--- config.mk ---
export PLATFORM = sky130hd
export DESIGN_NAME = gate_vector_sequencer_flat
export DESIGN_NICKNAME = d
export VERILOG_FILES = /design/src/rtl/gate_vector_sequencer_if.sv /design/src/rtl/gate_vector_sequencer.sv /design/src/flat_wrapper.sv
export SDC_FILE = /design/constraint.sdc
export NUM_CORES = 1
export LEC_CHECK = 0
export ABC_AREA = 0
export CAP_MARGIN = 0
export CORE_MARGIN = 2
export CORE_UTILIZATION = 40
export DETAILED_ROUTE_END_ITERATION = 6
export GPL_ROUTABILITY_DRIVEN = 0
export PLACE_DENSITY = 0.65
export SKIP_LAST_GASP = 1
export SLEW_MARGIN = 20
export SYNTH_ARGS = -nofsm -noshare
export SYNTH_HDL_FRONTEND = slang
export SYNTH_SLANG_ARGS = --single-unit
--- constraint.sdc ---
create_clock -name clk -period 2.3 [get_ports clk]
set_clock_uncertainty 0.05 [all_clocks]
set_input_delay 0.345 -clock clk [delete_from_list [all_inputs] [get_ports clk]]
set_output_delay 0.345 -clock clk [all_outputs]
set_load 0.01 [all_outputs]
--- src/rtl/gate_vector_sequencer_if.sv ---
// Stimulus/check bus between the gate vector sequencer and its environment.
// master: the sequencer (drives the vector and status, receives start and
//         the gate output).
// slave : the environment (drives start and the gate output).
// Signals:
//   start     - begin a run
//   dut_out   - gate output under test
//   vec_out   - input vector driven to the gate (N_IN bits)
//   busy      - run in progress
//   mismatch  - one-cycle pulse after a failed compare
//   done      - run complete, held until the next start
//   pass      - valid with done, high when no vector failed
//   err_count - failed vectors in the current or last run (N_IN+1 bits)
//   cur_index - index of the vector currently applied (N_IN bits)
interface gate_vector_sequencer_if #(
  parameter int unsigned N_IN = 2
);
  logic            start;
  logic            dut_out;
  logic [N_IN-1:0] vec_out;
  logic            busy;
  logic            mismatch;
  logic            done;
  logic            pass;
  logic [N_IN:0]   err_count;
  logic [N_IN-1:0] cur_index;

  modport master (
    input  start, dut_out,
    output vec_out, busy, mismatch, done, pass, err_count, cur_index
  );

  modport slave (
    output start, dut_out,
    input  vec_out, busy, mismatch, done, pass, err_count, cur_index
  );
endinterface

--- src/rtl/gate_vector_sequencer.sv ---
// Self-checking stimulus sequencer for an N_IN-input combinational gate.
// Walks every input vector, holds each for HOLD cycles, samples the gate
// output on the last hold edge and compares it with EXP_TABLE[vector].
// Ports:
//   clk   - rising-edge clock
//   rst_n - asynchronous active-low reset
//   bus   - master side of gate_vector_sequencer_if (start/dut_out in,
//           vec_out/busy/mismatch/done/pass/err_count/cur_index out)
// All bus outputs come straight from flops.
module gate_vector_sequencer #(
  parameter int unsigned          N_IN      = 2,
  parameter int unsigned          HOLD      = 10,
  parameter logic [2**N_IN-1:0]   EXP_TABLE = 4'b1000
) (
  input  logic                    clk,
  input  logic                    rst_n,
  gate_vector_sequencer_if.master bus
);

  localparam int unsigned NVEC = 2**N_IN;
  localparam int unsigned HW   = (HOLD > 1) ? $clog2(HOLD) : 1;
  localparam int unsigned EW   = N_IN + 1;

  typedef enum logic [1:0] {
    S_IDLE  = 2'd0,
    S_DRIVE = 2'd1,
    S_DONE  = 2'd2
  } state_t;

  state_t          state_q, state_d;
  logic [N_IN-1:0] idx_q, idx_d;
  logic [HW-1:0]   hold_q, hold_d;
  logic [EW-1:0]   err_q, err_d;
  logic            mis_q, mis_d;
  logic            busy_q, busy_d;
  logic            done_q, done_d;
  logic            pass_q, pass_d;

  logic            cmp_edge_c;
  logic            last_vec_c;
  logic            fail_c;

  // Compare happens on the last edge of each vector's hold window.
  assign cmp_edge_c = (state_q == S_DRIVE) && (hold_q == HW'(HOLD - 1));
  assign last_vec_c = (idx_q == N_IN'(NVEC - 1));
  assign fail_c     = cmp_edge_c && (bus.dut_out != EXP_TABLE[idx_q]);

  // State and output registers.
  always_ff @(posedge clk or negedge rst_n) begin
    if (!rst_n) begin
      state_q <= S_IDLE;
      idx_q   <= '0;
      hold_q  <= '0;
      err_q   <= '0;
      mis_q   <= 1'b0;
      busy_q  <= 1'b0;
      done_q  <= 1'b0;
      pass_q  <= 1'b0;
    end else begin
      state_q <= state_d;
      idx_q   <= idx_d;
      hold_q  <= hold_d;
      err_q   <= err_d;
      mis_q   <= mis_d;
      busy_q  <= busy_d;
      done_q  <= done_d;
      pass_q  <= pass_d;
    end
  end

  // Next-state logic; start is only honoured outside DRIVE.
  always_comb begin
    state_d = state_q;
    case (state_q)
      S_IDLE,
      S_DONE:  if (bus.start) state_d = S_DRIVE;
      S_DRIVE: if (cmp_edge_c && last_vec_c) state_d = S_DONE;
      default: state_d = S_IDLE;
    endcase
  end

  // Datapath and registered-output next values.
  always_comb begin
    idx_d  = idx_q;
    hold_d = hold_q;
    err_d  = err_q;
    mis_d  = 1'b0;
    case (state_q)
      S_IDLE,
      S_DONE: begin
        if (bus.start) begin
          idx_d  = '0;
          hold_d = '0;
          err_d  = '0;
        end
      end
      S_DRIVE: begin
        if (cmp_edge_c) begin
          mis_d = fail_c;
          if (fail_c) err_d = err_q + EW'(1);
          // Final vector keeps its index so vec_out holds it in DONE.
          if (!last_vec_c) begin
            idx_d  = idx_q + N_IN'(1);
            hold_d = '0;
          end
        end else begin
          hold_d = hold_q + HW'(1);
        end
      end
      default: ;
    endcase
    // Status follows the state being entered so pass sees the final count.
    busy_d = (state_d == S_DRIVE);
    done_d = (state_d == S_DONE);
    pass_d = (state_d == S_DONE) && (err_d == '0);
  end

  assign bus.vec_out   = idx_q;
  assign bus.cur_index = idx_q;
  assign bus.err_count = err_q;
  assign bus.mismatch  = mis_q;
  assign bus.busy      = busy_q;
  assign bus.done      = done_q;
  assign bus.pass      = pass_q;

endmodule
--- src/flat_wrapper.sv ---
// flat-port wrapper written by rule: the top's interface ports become plain ports
module gate_vector_sequencer_flat 
#(
  parameter int unsigned          N_IN      = 2,
  parameter int unsigned          HOLD      = 10,
  parameter logic [2**N_IN-1:0]   EXP_TABLE = 4'b1000
)
  (clk, rst_n, bus_start, bus_dut_out, bus_vec_out, bus_busy, bus_mismatch, bus_done, bus_pass, bus_err_count, bus_cur_index);
  gate_vector_sequencer_if #(.N_IN(N_IN)) bus_i ();
  input  logic clk;
  input  logic rst_n;
  input wire logic [$bits(bus_i.start)-1:0] bus_start;
  input wire logic [$bits(bus_i.dut_out)-1:0] bus_dut_out;
  output wire logic [$bits(bus_i.vec_out)-1:0] bus_vec_out;
  output wire logic [$bits(bus_i.busy)-1:0] bus_busy;
  output wire logic [$bits(bus_i.mismatch)-1:0] bus_mismatch;
  output wire logic [$bits(bus_i.done)-1:0] bus_done;
  output wire logic [$bits(bus_i.pass)-1:0] bus_pass;
  output wire logic [$bits(bus_i.err_count)-1:0] bus_err_count;
  output wire logic [$bits(bus_i.cur_index)-1:0] bus_cur_index;
  assign bus_i.start = bus_start;
  assign bus_i.dut_out = bus_dut_out;
  assign bus_vec_out = bus_i.vec_out;
  assign bus_busy = bus_i.busy;
  assign bus_mismatch = bus_i.mismatch;
  assign bus_done = bus_i.done;
  assign bus_pass = bus_i.pass;
  assign bus_err_count = bus_i.err_count;
  assign bus_cur_index = bus_i.cur_index;
  gate_vector_sequencer #(.N_IN(N_IN), .HOLD(HOLD), .EXP_TABLE(EXP_TABLE)) u_core (.clk(clk), .rst_n(rst_n), .bus(bus_i));
endmodule
# ---- After elaboration in Yosys (flattened, before gate mapping)
# Cells that the tools add are included.
dict set report word_totals {
  inputBits 4
  ff_bits 15
  output_inout_bits 11
  elab_cells 52
  n_memories 0
  ramBits 0
  latch_bits 0
  mem_bits_ro 0
}
dict set report classes {
  shift 0
  n_eq_ne 11
  n_addsub 3
  n_mux 19
  n_reduce_logical 10
  bitwise_logic 0
  div_mod_pow 0
  n_mul 0
  magnitude_cmp 1
}
# cell n
set ops {}
lappend ops {{$mux W4} 3}
lappend ops {{$mux W2} 5}
lappend ops {{$mux W3} 3}
lappend ops {{$pmux W2 S2} 2}
lappend ops {{$pmux W4 S2} 1}
lappend ops {{$eq A2 B2 Y1 const B} 3}
lappend ops {{$pmux W3 S2} 1}
lappend ops {{$add A4 B1 Y4 const B} 1}
lappend ops {{$eq A2 B1 Y1 const B} 2}
lappend ops {{$eq A4 B4 Y1 const B} 1}
lappend ops {{$logic_and A1 B1 Y1} 4}
lappend ops {{$ne A2 B2 Y1 const B} 2}
lappend ops {{$reduce_and A4 Y1} 1}
lappend ops {{$add A3 B1 Y3 const B} 1}
lappend ops {{$logic_not A3 Y1} 1}
lappend ops {{$lt A2 B3 Y1 const B} 1}
lappend ops {{$mux W1} 3}
lappend ops {{$ne A3 B3 Y1 const B} 1}
lappend ops {{$reduce_and A3 Y1} 1}
lappend ops {{$add A2 B1 Y2 const B} 1}
lappend ops {{$bmux W1 S2} 1}
lappend ops {{$logic_not A2 Y1} 1}
lappend ops {{$ne A2 B1 Y1 const B} 1}
lappend ops {{$reduce_bool A2 Y1} 1}
lappend ops {{2 further kinds} 2}

# ---- Longest topological paths before layout
# Gate-level depths: netlist of the first run.
dict set report logic_depth {
  depth_word 9
  depth_mapped 6
  mapped_depth_nobuf 6
}

# ---- Least setup slack after synthesis of the first run
# Ideal clock, no wire load.
dict set report synth_path {
  path_type {reg-to-reg}
  start {register u_core.idx_q[0] (netlist: u_core.bus.cur_index[0])}
  end {register u_core.pass_q (netlist: u_core.bus.pass)}
  setup_slack_ns 0.635
  stages_incl_launch_ff 6
  synth_period_minus_slack_ns 1.665
  path_buffers 0
  t_arrival_ns 1.488
  t_required_ns 2.123
  path_cell_list {dfrtp_1 > ha_1 > xnor2_1 > nor4b_4 > mux2i_1 > nor3b_2}
}
dict set report synth_between {
  elab_chain_cells 9
  elab_cells_between_ends 14
  cone_classes {eq/ne (3); mux (7); reduce/logical (4)}
}
# element line
set synth_rtl {}
lappend synth_rtl {{start: declaration} gate_vector_sequencer.sv:31} ;# logic [N_IN-1:0] idx_q, idx_d;
lappend synth_rtl {{start signal: assignment} gate_vector_sequencer.sv:61} ;# idx_q <= idx_d;
lappend synth_rtl {{$bmux W1 S2} gate_vector_sequencer.sv:46} ;# assign fail_c = cmp_edge_c && (bus.dut_out != EXP_TABLE[idx_q]);
lappend synth_rtl {{$mux W1 (not written as such)} gate_vector_sequencer.sv:46}
lappend synth_rtl {{$ne A1 B1 Y1} gate_vector_sequencer.sv:46}
lappend synth_rtl {{$logic_and A1 B1 Y1} gate_vector_sequencer.sv:46}
lappend synth_rtl {{$mux W3} gate_vector_sequencer.sv:100} ;# if (fail_c) err_d = err_q + EW'(1);
lappend synth_rtl {{$mux W3} gate_vector_sequencer.sv:98} ;# if (cmp_edge_c) begin
lappend synth_rtl {{$pmux W3 S2} gate_vector_sequencer.sv:88} ;# case (state_q)
lappend synth_rtl {{named net u_core.err_d[2]} gate_vector_sequencer.sv:33} ;# logic [EW-1:0] err_q, err_d;
lappend synth_rtl {{$logic_not A3 Y1} gate_vector_sequencer.sv:115} ;# pass_d = (state_d == S_DONE) && (err_d == '0);
lappend synth_rtl {{$logic_and A1 B1 Y1} gate_vector_sequencer.sv:115}
lappend synth_rtl {{named net u_core.pass_d} gate_vector_sequencer.sv:37} ;# logic pass_q, pass_d;
lappend synth_rtl {{end signal: assignment} gate_vector_sequencer.sv:67} ;# pass_q <= pass_d;
lappend synth_rtl {{end: declaration} gate_vector_sequencer.sv:37}
# The timed path passes the listed nets, and every way through them passes these cells. The select of a mux whose other input is x is not followed.
# A chain may end at the register's enable or synchronous reset.

# ---- Worst setup path after layout of the first run
# Same ends and word-level chain as after synthesis.

==> results of run 1 <==
cells in the final DEF, fill, tap and decap left out:
master                            count
sky130_fd_sc_hd__xnor2_1              2
sky130_fd_sc_hd__nand2b_2             1
sky130_fd_sc_hd__a21oi_1              1
sky130_fd_sc_hd__a21boi_0             1
sky130_fd_sc_hd__clkdlybuf4s50_1     14
sky130_fd_sc_hd__nand2_1             11
sky130_fd_sc_hd__nand3b_4             1
sky130_fd_sc_hd__clkbuf_4             3
sky130_fd_sc_hd__nor3b_2              1
sky130_fd_sc_hd__ha_1                 4
sky130_fd_sc_hd__o22ai_1              2
sky130_fd_sc_hd__nor3_1               1
sky130_fd_sc_hd__inv_1                3
sky130_fd_sc_hd__nor2_1               2
sky130_fd_sc_hd__a22oi_1              2
sky130_fd_sc_hd__nand2b_1             1
sky130_fd_sc_hd__o21ai_1              1
sky130_fd_sc_hd__nor2b_1              2
sky130_fd_sc_hd__nor3_4               1
sky130_fd_sc_hd__a21o_1               2
sky130_fd_sc_hd__dfrtp_1             15
sky130_fd_sc_hd__nand3_1              2
sky130_fd_sc_hd__mux2i_1              5
sky130_fd_sc_hd__clkbuf_1             1
sky130_fd_sc_hd__o21ai_0              5
sky130_fd_sc_hd__nor4b_4              1
worst reg2reg max path: cells and delay by family, from the launching register on:
family / cells / cell delay (ns)
mux: 1 / 0.28
xor+xnor: 1 / 0.22
fa+ha+maj: 1 / 0.28
simple gates: 2 / 0.36
flops: 1 / 0.44
registers in the layout, summed over array words and instances, names as in the netlist:
register	flops
u_core.bus.done	1
u_core.bus.busy	1
u_core.state_q	2
u_core.bus.err_count	3
u_core.bus.pass	1
u_core.hold_q	4
u_core.bus.mismatch	1
u_core.bus.cur_index	2
layer usage:
layer	vias up	track usage [%]	part of all wire, %
li1	274	-	-
met1	252	18.8	49
met2	13	20.5	45
met3	2	3.40	4.8
met4	0	8.11	0.92
met5	-	0	0
worst paths after layout:
kind                       cells past startpoint  slack [ns]                      end               startpoint
setup / recovery                               5        0.56          u_core.bus.pass  u_core.bus.cur_index[0]
hold / removal                                 1        0.41         u_core.hold_q[3]                    rst_n
setup reg to reg                               5        0.56          u_core.bus.pass  u_core.bus.cur_index[0]
hold reg to reg                                1        0.49  u_core.bus.err_count[2]  u_core.bus.err_count[2]
max in group asynchronous                      1        1.38  u_core.bus.err_count[0]                    rst_n
min in group clk                               1        0.49  u_core.bus.err_count[2]  u_core.bus.err_count[2]
kinds of logic after synthesis:
family / synth area share [%]
simple gates: 21.2
compound gates: 11.0
fa+ha+maj: 6.48
mux: 6.48
buf+inv: 3.89
xor+xnor: 2.27
flops: 48.6
power groups by stage:
stage	Sequential (mW)	Clock (mW)	Combinational (mW)
2_1_floorplan	0.426	0	0.297
3_3_place_gp	0.419	0	0.433
3_5_place_dp	0.422	0	0.449
4_1_cts	0.417	0.151	0.452
5_1_grt	0.432	0.163	0.496
6_report	0.417	0.144	0.444
through the flow:
step	util (%)	area (sq um)	std cells
after floorplan	-	772	70
after global placement	52.4	925	106
after detailed placement	52.4	925	106
after CTS	53.9	951	110
after global routing	53.9	951	110
final	53.9	951	110
final cells by class:
| cell class | instances | area [sq um] |
|---|---|---|
| inverter | 3 | 11.3 |
| multi-input combinational | 49 | 367 |
| tap | 25 | 31.3 |
| sequential | 15 | 375 |
| timing repair buffer | 14 | 140 |
| clock buffer | 4 | 26.3 |
| fill | 170 | 813 |
==> run summary, run 1 <==
• **power share of the combinational group** 44.2%
• **start-to-end type of the worst setup path** register to register
• **PnR Total Power** 1.01 mW
• **leading area contributor after synthesis** sky130_fd_sc_hd__dfrtp_1
• **clock period minus final worst setup slack** 1.74 ns
• **final worst-path cycle share** 75.7%
• **Clock H-tree levels** 1
• **average cell area after synthesis** 11.0 sq um
• **number of hold violations in the final report** 0
• **#FFs+latches synth** 15
• **number of enable-type register cells in the synthesized netlist** 0
• **maximum number of pins on one net before global-route repair** 16
• **standard-cell rows** 15
• **Syn Std Cell Area** 772 sq um
• **fraction of final layout cells with drive strength greater than 1** 9.41%
• **antenna diode count** 0
• **power spent charging and discharging nets** 379 uW
• **total CTS buffers** 3
• **top cell types by occurrence after synthesis** 15 x sky130_fd_sc_hd__dfrtp_1, 11 x sky130_fd_sc_hd__nand2_1, 5 x sky130_fd_sc_hd__mux2i_1, 5 x sky130_fd_sc_hd__o21ai_0, 4 x sky130_fd_sc_hd__ha_1
• **total power density per cell area** 1060 nW/um^2
• **critical path fanouts, max** 5
• **HPWL after detailed placement** 987 microns
• **Setup Viol. Count Final** 0
• **clock slew at the register clock pins of the worst setup and hold paths** 0.08 ns
• **post_cts resized** 0
• **clock network latency to the later pin of the worst-skew pair** 0.27 ns
• **setup slack after layout** 0.559 ns
• **final setup TNS** 0 ns
• **kind of end point of the critical path** register
• **warning count from the yosys run** 0
• **portion of the post-synthesis area used by sequential elements** 48.6%
• **transition time at the pin with the least slew margin** 0.643 ns
• **DR DRC count** 0
• **worst endpoint required time** 2.41 ns
• **fraction of power consumed by sequential logic** 41.5%
• **post-place setup slack** 0.500 ns
• **Max Root-Sink Buffers** 2
• **port bufs** 14
• **buffering stage count on the worst path with inverters included** 0
• **count of different cell masters after synthesis** 25
• **Max Slew Vio Count** 0
• **leakage power total** 0.435 nW
• **cell chosen for the clock root** sky130_fd_sc_hd__clkbuf_4
• **CORE AREA** 1760 sq um
• **maximum resistive drop on vdd** 0.540 mV
• **Area contributors post-synth** sky130_fd_sc_hd__dfrtp_1 49%, sky130_fd_sc_hd__ha_1 6.5%, sky130_fd_sc_hd__mux2i_1 6.5%, sky130_fd_sc_hd__nand2_1 5.3%, sky130_fd_sc_hd__o21ai_0 3.2%
• **CTS Sinks** 15
• **share of synthesized flip-flops with an asynchronous set or reset** 100%
• **min-delay worst type** primary input to asynchronous set/reset pin
• **overall die area** 2300 sq um
• **unrepaired setup endpoints after global routing** no
• **Crit-path slowest cell** sky130_fd_sc_hd__dfrtp_1
• **switching share of total power** 37.7%
• **Mapped Nets** 78
• **run status** finished clean
• **height of the die** 47.9 microns
• **count of TritonRoute iterations in the first routing pass** 4
• **leftover overflow at the end of global routing** 0
• **element type at the critical path start** register
• **Die X-Extent** 47.9 microns
• **Critical Path Max Stage Delay** 0.44 ns
• **Clk pwr share** 14.4%
• **DRC marker count from the first detailed-route iteration** 7
• **Layout Nets** 94
• **CTS tree** done
• **WL per Instance** 11.9 microns
• **Initial Util** 43.8%
• **number of buffers added to fix hold violations after cts** 0
• **internal power** 627 uW
• **Worst EP arrival** 1.85 ns
• **FMAX** 0.574 GHz
• **number of vias after detailed routing** 541
• **Total Wirelength** 1310 microns
• **most frequent cell after synthesis** sky130_fd_sc_hd__dfrtp_1
• **area added between synthesis and finish** 23.2%
• **prevailing post-synth register cell** sky130_fd_sc_hd__dfrtp_1
• **detail-routed via count per cell** 4.92
• **MaxCap Viol Count** 0
• **vias in the first global route** 473
• **I/O pin total** 15
• **Post-Route Hold Slack** 0.414 ns
• **gr usage total** 14.0%
• **number of nets with antenna violations after detailed routing** 0
• **global-route wire length before repair** 2130 microns
• **Gate Count Post-Synth** 70
• **antenna violations before repair** 0
• **post-CTS setup buffer count** 0
• **top cell type's share of synthesized area** 48.6%
• **Critical Path, Cell by Cell** ha_1 -> xnor2_1 -> nor4b_4 -> mux2i_1 -> nor3b_2
• **max-slew headroom at the worst pin** 57.0%
• **kind of cell adding the most delay to the critical path** flip-flops
(Power assumes the default switching activity.)
==> inputs of run 2 (changes only) <==
--- a/config.mk
+++ b/config.mk
@@ -11,7 +11,7 @@
 export CORE_UTILIZATION = 40
 export DETAILED_ROUTE_END_ITERATION = 6
 export GPL_ROUTABILITY_DRIVEN = 0
-export PLACE_DENSITY = 0.65
+export PLACE_DENSITY = 0.68
 export SKIP_LAST_GASP = 1
 export SLEW_MARGIN = 20
 export SYNTH_ARGS = -nofsm -noshare
==> constraint.sdc (replaced) <==
create_clock -name clk -period 1.55 [get_ports clk]
set_clock_uncertainty 0.05 [all_clocks]
set_input_delay 0.2325 -clock clk [delete_from_list [all_inputs] [get_ports clk]]
set_output_delay 0.2325 -clock clk [all_outputs]
set_load 0.01 [all_outputs]
==> run summary, run 2 (synthesis gave the netlist of run 1 again) <==
• **vias in the first global route** 543, was 473
• **Max Root-Sink Buffers** 2, unchanged
• **unrepaired setup endpoints after global routing** yes, was no
• **leftover overflow at the end of global routing** 0, unchanged
• **Post-Route Hold Slack** 0.203 ns, was 0.414 ns
• **cell chosen for the clock root** sky130_fd_sc_hd__clkbuf_4, unchanged
• **worst reg-to-reg setup slack** 0.02 ns, was 0.56 ns
• **Setup Viol. Count Final** 0, unchanged
• **PnR Total Power** 1.61 mW, was 1.01 mW
• **Die X-Extent** 47.9 microns, unchanged
• **post-place setup slack** -0.0920 ns, was 0.500 ns
• **antenna diode count** 0, unchanged
• **worst endpoint required time** 1.67 ns, was 2.41 ns
• **element type at the critical path start** register, unchanged
• **WL per Instance** 11.3 microns, was 11.9 microns
• **leading cell types in the layout, fill and taps excluded** 13 x sky130_fd_sc_hd__dfrtp_1, 11 x sky130_fd_sc_hd__buf_4, 10 x sky130_fd_sc_hd__nand2_1, was 15 x sky130_fd_sc_hd__dfrtp_1, 14 x sky130_fd_sc_hd__clkdlybuf4s50_1, 11 x sky130_fd_sc_hd__nand2_1
• **final worst-path cycle share** 98.8%, was 75.7%
• **antenna violations before repair** 0, unchanged
• **Critical Path Max Stage Delay** 0.39 ns, was 0.44 ns
• **critical path fanouts, max** 3, was 5
• **DR DRC count** 0, unchanged
• **overall die area** 2300 sq um, unchanged
• **leakage power total** 0.522 nW, was 0.435 nW
• **maximum number of pins on one net before global-route repair** 16, unchanged
• **Critical Path, Cell by Cell** inv_2 -> ha_4 -> nand3b_4 -> nor4b_4 -> mux2i_1 -> nor3b_2, was ha_1 -> xnor2_1 -> nor4b_4 -> mux2i_1 -> nor3b_2
• **Crit-path slowest cell** sky130_fd_sc_hd__dfrtp_1, unchanged
• **transition time at the pin with the least slew margin** 0.318 ns, was 0.643 ns
• **fraction of final layout cells with drive strength greater than 1** 29.2%, was 9.41%
• **height of the die** 47.9 microns, unchanged
• **start-to-end type of the worst setup path** register to register, unchanged
• **MaxCap Viol Count** 0, unchanged
• **run status** finished clean, unchanged
• **max FFs per register** 4, unchanged
• **clock network latency to the later pin of the worst-skew pair** 0.28 ns, was 0.27 ns
• **Initial Util** 43.8%, unchanged
• **min-delay worst type** primary input to asynchronous set/reset pin, unchanged
• **register containing the most flip-flops in the final layout** u_core.hold_q, unchanged
• **number of nets with antenna violations after detailed routing** 0, unchanged
• **detail-routed via count per cell** 4.65, was 4.92
• **count of TritonRoute iterations in the first routing pass** 4, unchanged
• **number of hold violations in the final report** 0, unchanged
• **gr usage total** 14.0%, about the same
• **number of vias after detailed routing** 563, was 541
• **non-filler cells in the finished layout** 121, was 110
• **Max Slew Vio Count** 0, unchanged
• **I/O pin total** 15, unchanged
• **FMAX** 0.653 GHz, was 0.574 GHz
• **CTS Sinks** 15, unchanged
• **DRC marker count from the first detailed-route iteration** 9, was 7
• **total power density per cell area** 1500 nW/um^2, was 1060 nW/um^2
• **clock slew at the register clock pins of the worst setup and hold paths** 0.08 ns, about the same
• **Worst EP arrival** 1.65 ns, was 1.85 ns
• **area added between synthesis and finish** 39.5%, was 23.2%
• **Clock H-tree levels** 1, unchanged
• **leading cell type in the layout, fill and taps excluded** sky130_fd_sc_hd__dfrtp_1, unchanged
• **port bufs** 14, unchanged
• **number of placed instances, taps included** 116, was 106
• **standard-cell rows** 15, unchanged
• **clock period minus final worst setup slack** 1.53 ns, was 1.74 ns
• **Layout Nets** 105, was 94
• **CORE AREA** 1760 sq um, unchanged
• **CTS tree** done, unchanged
• **global-route wire length before repair** 2190 microns, was 2130 microns
• **kind of end point of the critical path** register, unchanged
• **total CTS buffers** 3, unchanged
• **number of buffers added to fix hold violations after cts** 0, unchanged
• **maximum resistive drop on vdd** 0.916 mV, was 0.540 mV
• **Total Wirelength** 1370 microns, was 1310 microns
• **setup slack after layout** 0.0185 ns, was 0.559 ns
• **max-slew headroom at the worst pin** 78.7%, was 57.0%
• **HPWL after detailed placement** 1080 microns, was 987 microns
## run 2: cell count changes in the layout (fill, tap and decap cells not counted), moves of 2 or more
cell / change
sky130_fd_sc_hd__buf_4: +11
sky130_fd_sc_hd__clkdlybuf4s50_1: -5
sky130_fd_sc_hd__dlygate4sd2_1: +4
sky130_fd_sc_hd__dfrtp_1: -2
sky130_fd_sc_hd__dfrtp_2: +2
sky130_fd_sc_hd__ha_1: -2
sky130_fd_sc_hd__ha_4: +2
## run 2: metrics by stage
| step | cell area [sq um] | setup TNS [ns] | util, % |
|---|---|---|---|
| global placement | 1020 | -0.0573 | 58.1 |
| CTS | 1070 | 0 | 60.6 |
| floorplan | 797 | 0 | - |
| detailed placement | 1020 | -0.0997 | 58.1 |
| finish | 1080 | 0 | 61.1 |
| global route | 1080 | -0.0826 | 61.1 |
## run 2: cell type report
type                       count  area [sq um]
sequential                    15           378
inverter                       3          11.3
fill                         156           687
timing repair buffer          25           220
tap                           25          31.3
multi-input combinational     49           410
clock buffer                   4          26.3
## run 2: critical path: cells and delay by family, from the launching register on
kind	cells	cell delay [ns]
flip-flops	1	0.39
adder cells (fa/ha/maj)	1	0.14
AND/OR/NAND/NOR	3	0.48
multiplexers	1	0.29
buffers and inverters	1	0.08
## run 2: worst paths after layout
kind	start	endpoint	depth (start not counted)
worst max-delay path	u_core.hold_q[1]	u_core.bus.pass	6
worst min-delay path	rst_n	u_core.hold_q[3]	2
worst max register to register	u_core.hold_q[1]	u_core.bus.pass	6
worst min register to register	u_core.bus.err_count[2]	u_core.bus.err_count[2]	1
max in group asynchronous	rst_n	u_core.bus.cur_index[0]	2
min in group clk	u_core.bus.err_count[2]	u_core.bus.err_count[2]	1
## run 2: report_power, final
group          internal [mW]  switching [mW]
Sequential             0.504          0.0867
Combinational          0.415           0.390
Clock                 0.0999           0.116
Total                   1.02           0.592
## run 2: routing by layer
| layer | vias to the layer above | share of wire [%] | global-route usage (%) |
|---|---|---|---|
| met2 | 17 | 47 | 22.1 |
| li1 | 292 | - | - |
| met4 | 0 | 0.88 | 3.24 |
| met5 | - | 0 | 0 |
| met1 | 252 | 45 | 18.1 |
| met3 | 2 | 6.6 | 5.66 |
## run 2: repair_timing
| item | CTS | global route |
|---|---|---|
| resized for setup | 6 | 4 |
| setup buffers | 1 | 0 |
| pin swaps | 0 | 2 |
| setup endpoints to repair | 9 | 7 |
==> inputs of run 3 (changes only) <==
--- a/config.mk
+++ b/config.mk
@@ -6,11 +6,12 @@
 export NUM_CORES = 1
 export LEC_CHECK = 0
 export ABC_AREA = 0
-export CAP_MARGIN = 0
+export CAP_MARGIN = 5
 export CORE_MARGIN = 2
 export CORE_UTILIZATION = 40
 export DETAILED_ROUTE_END_ITERATION = 6
 export GPL_ROUTABILITY_DRIVEN = 0
+export GPL_TIMING_DRIVEN = 1
 export PLACE_DENSITY = 0.68
 export SKIP_LAST_GASP = 1
 export SLEW_MARGIN = 20
==> results of run 3 <==
Same layout as run 2: the final DEF is identical, and so are final timing and power.
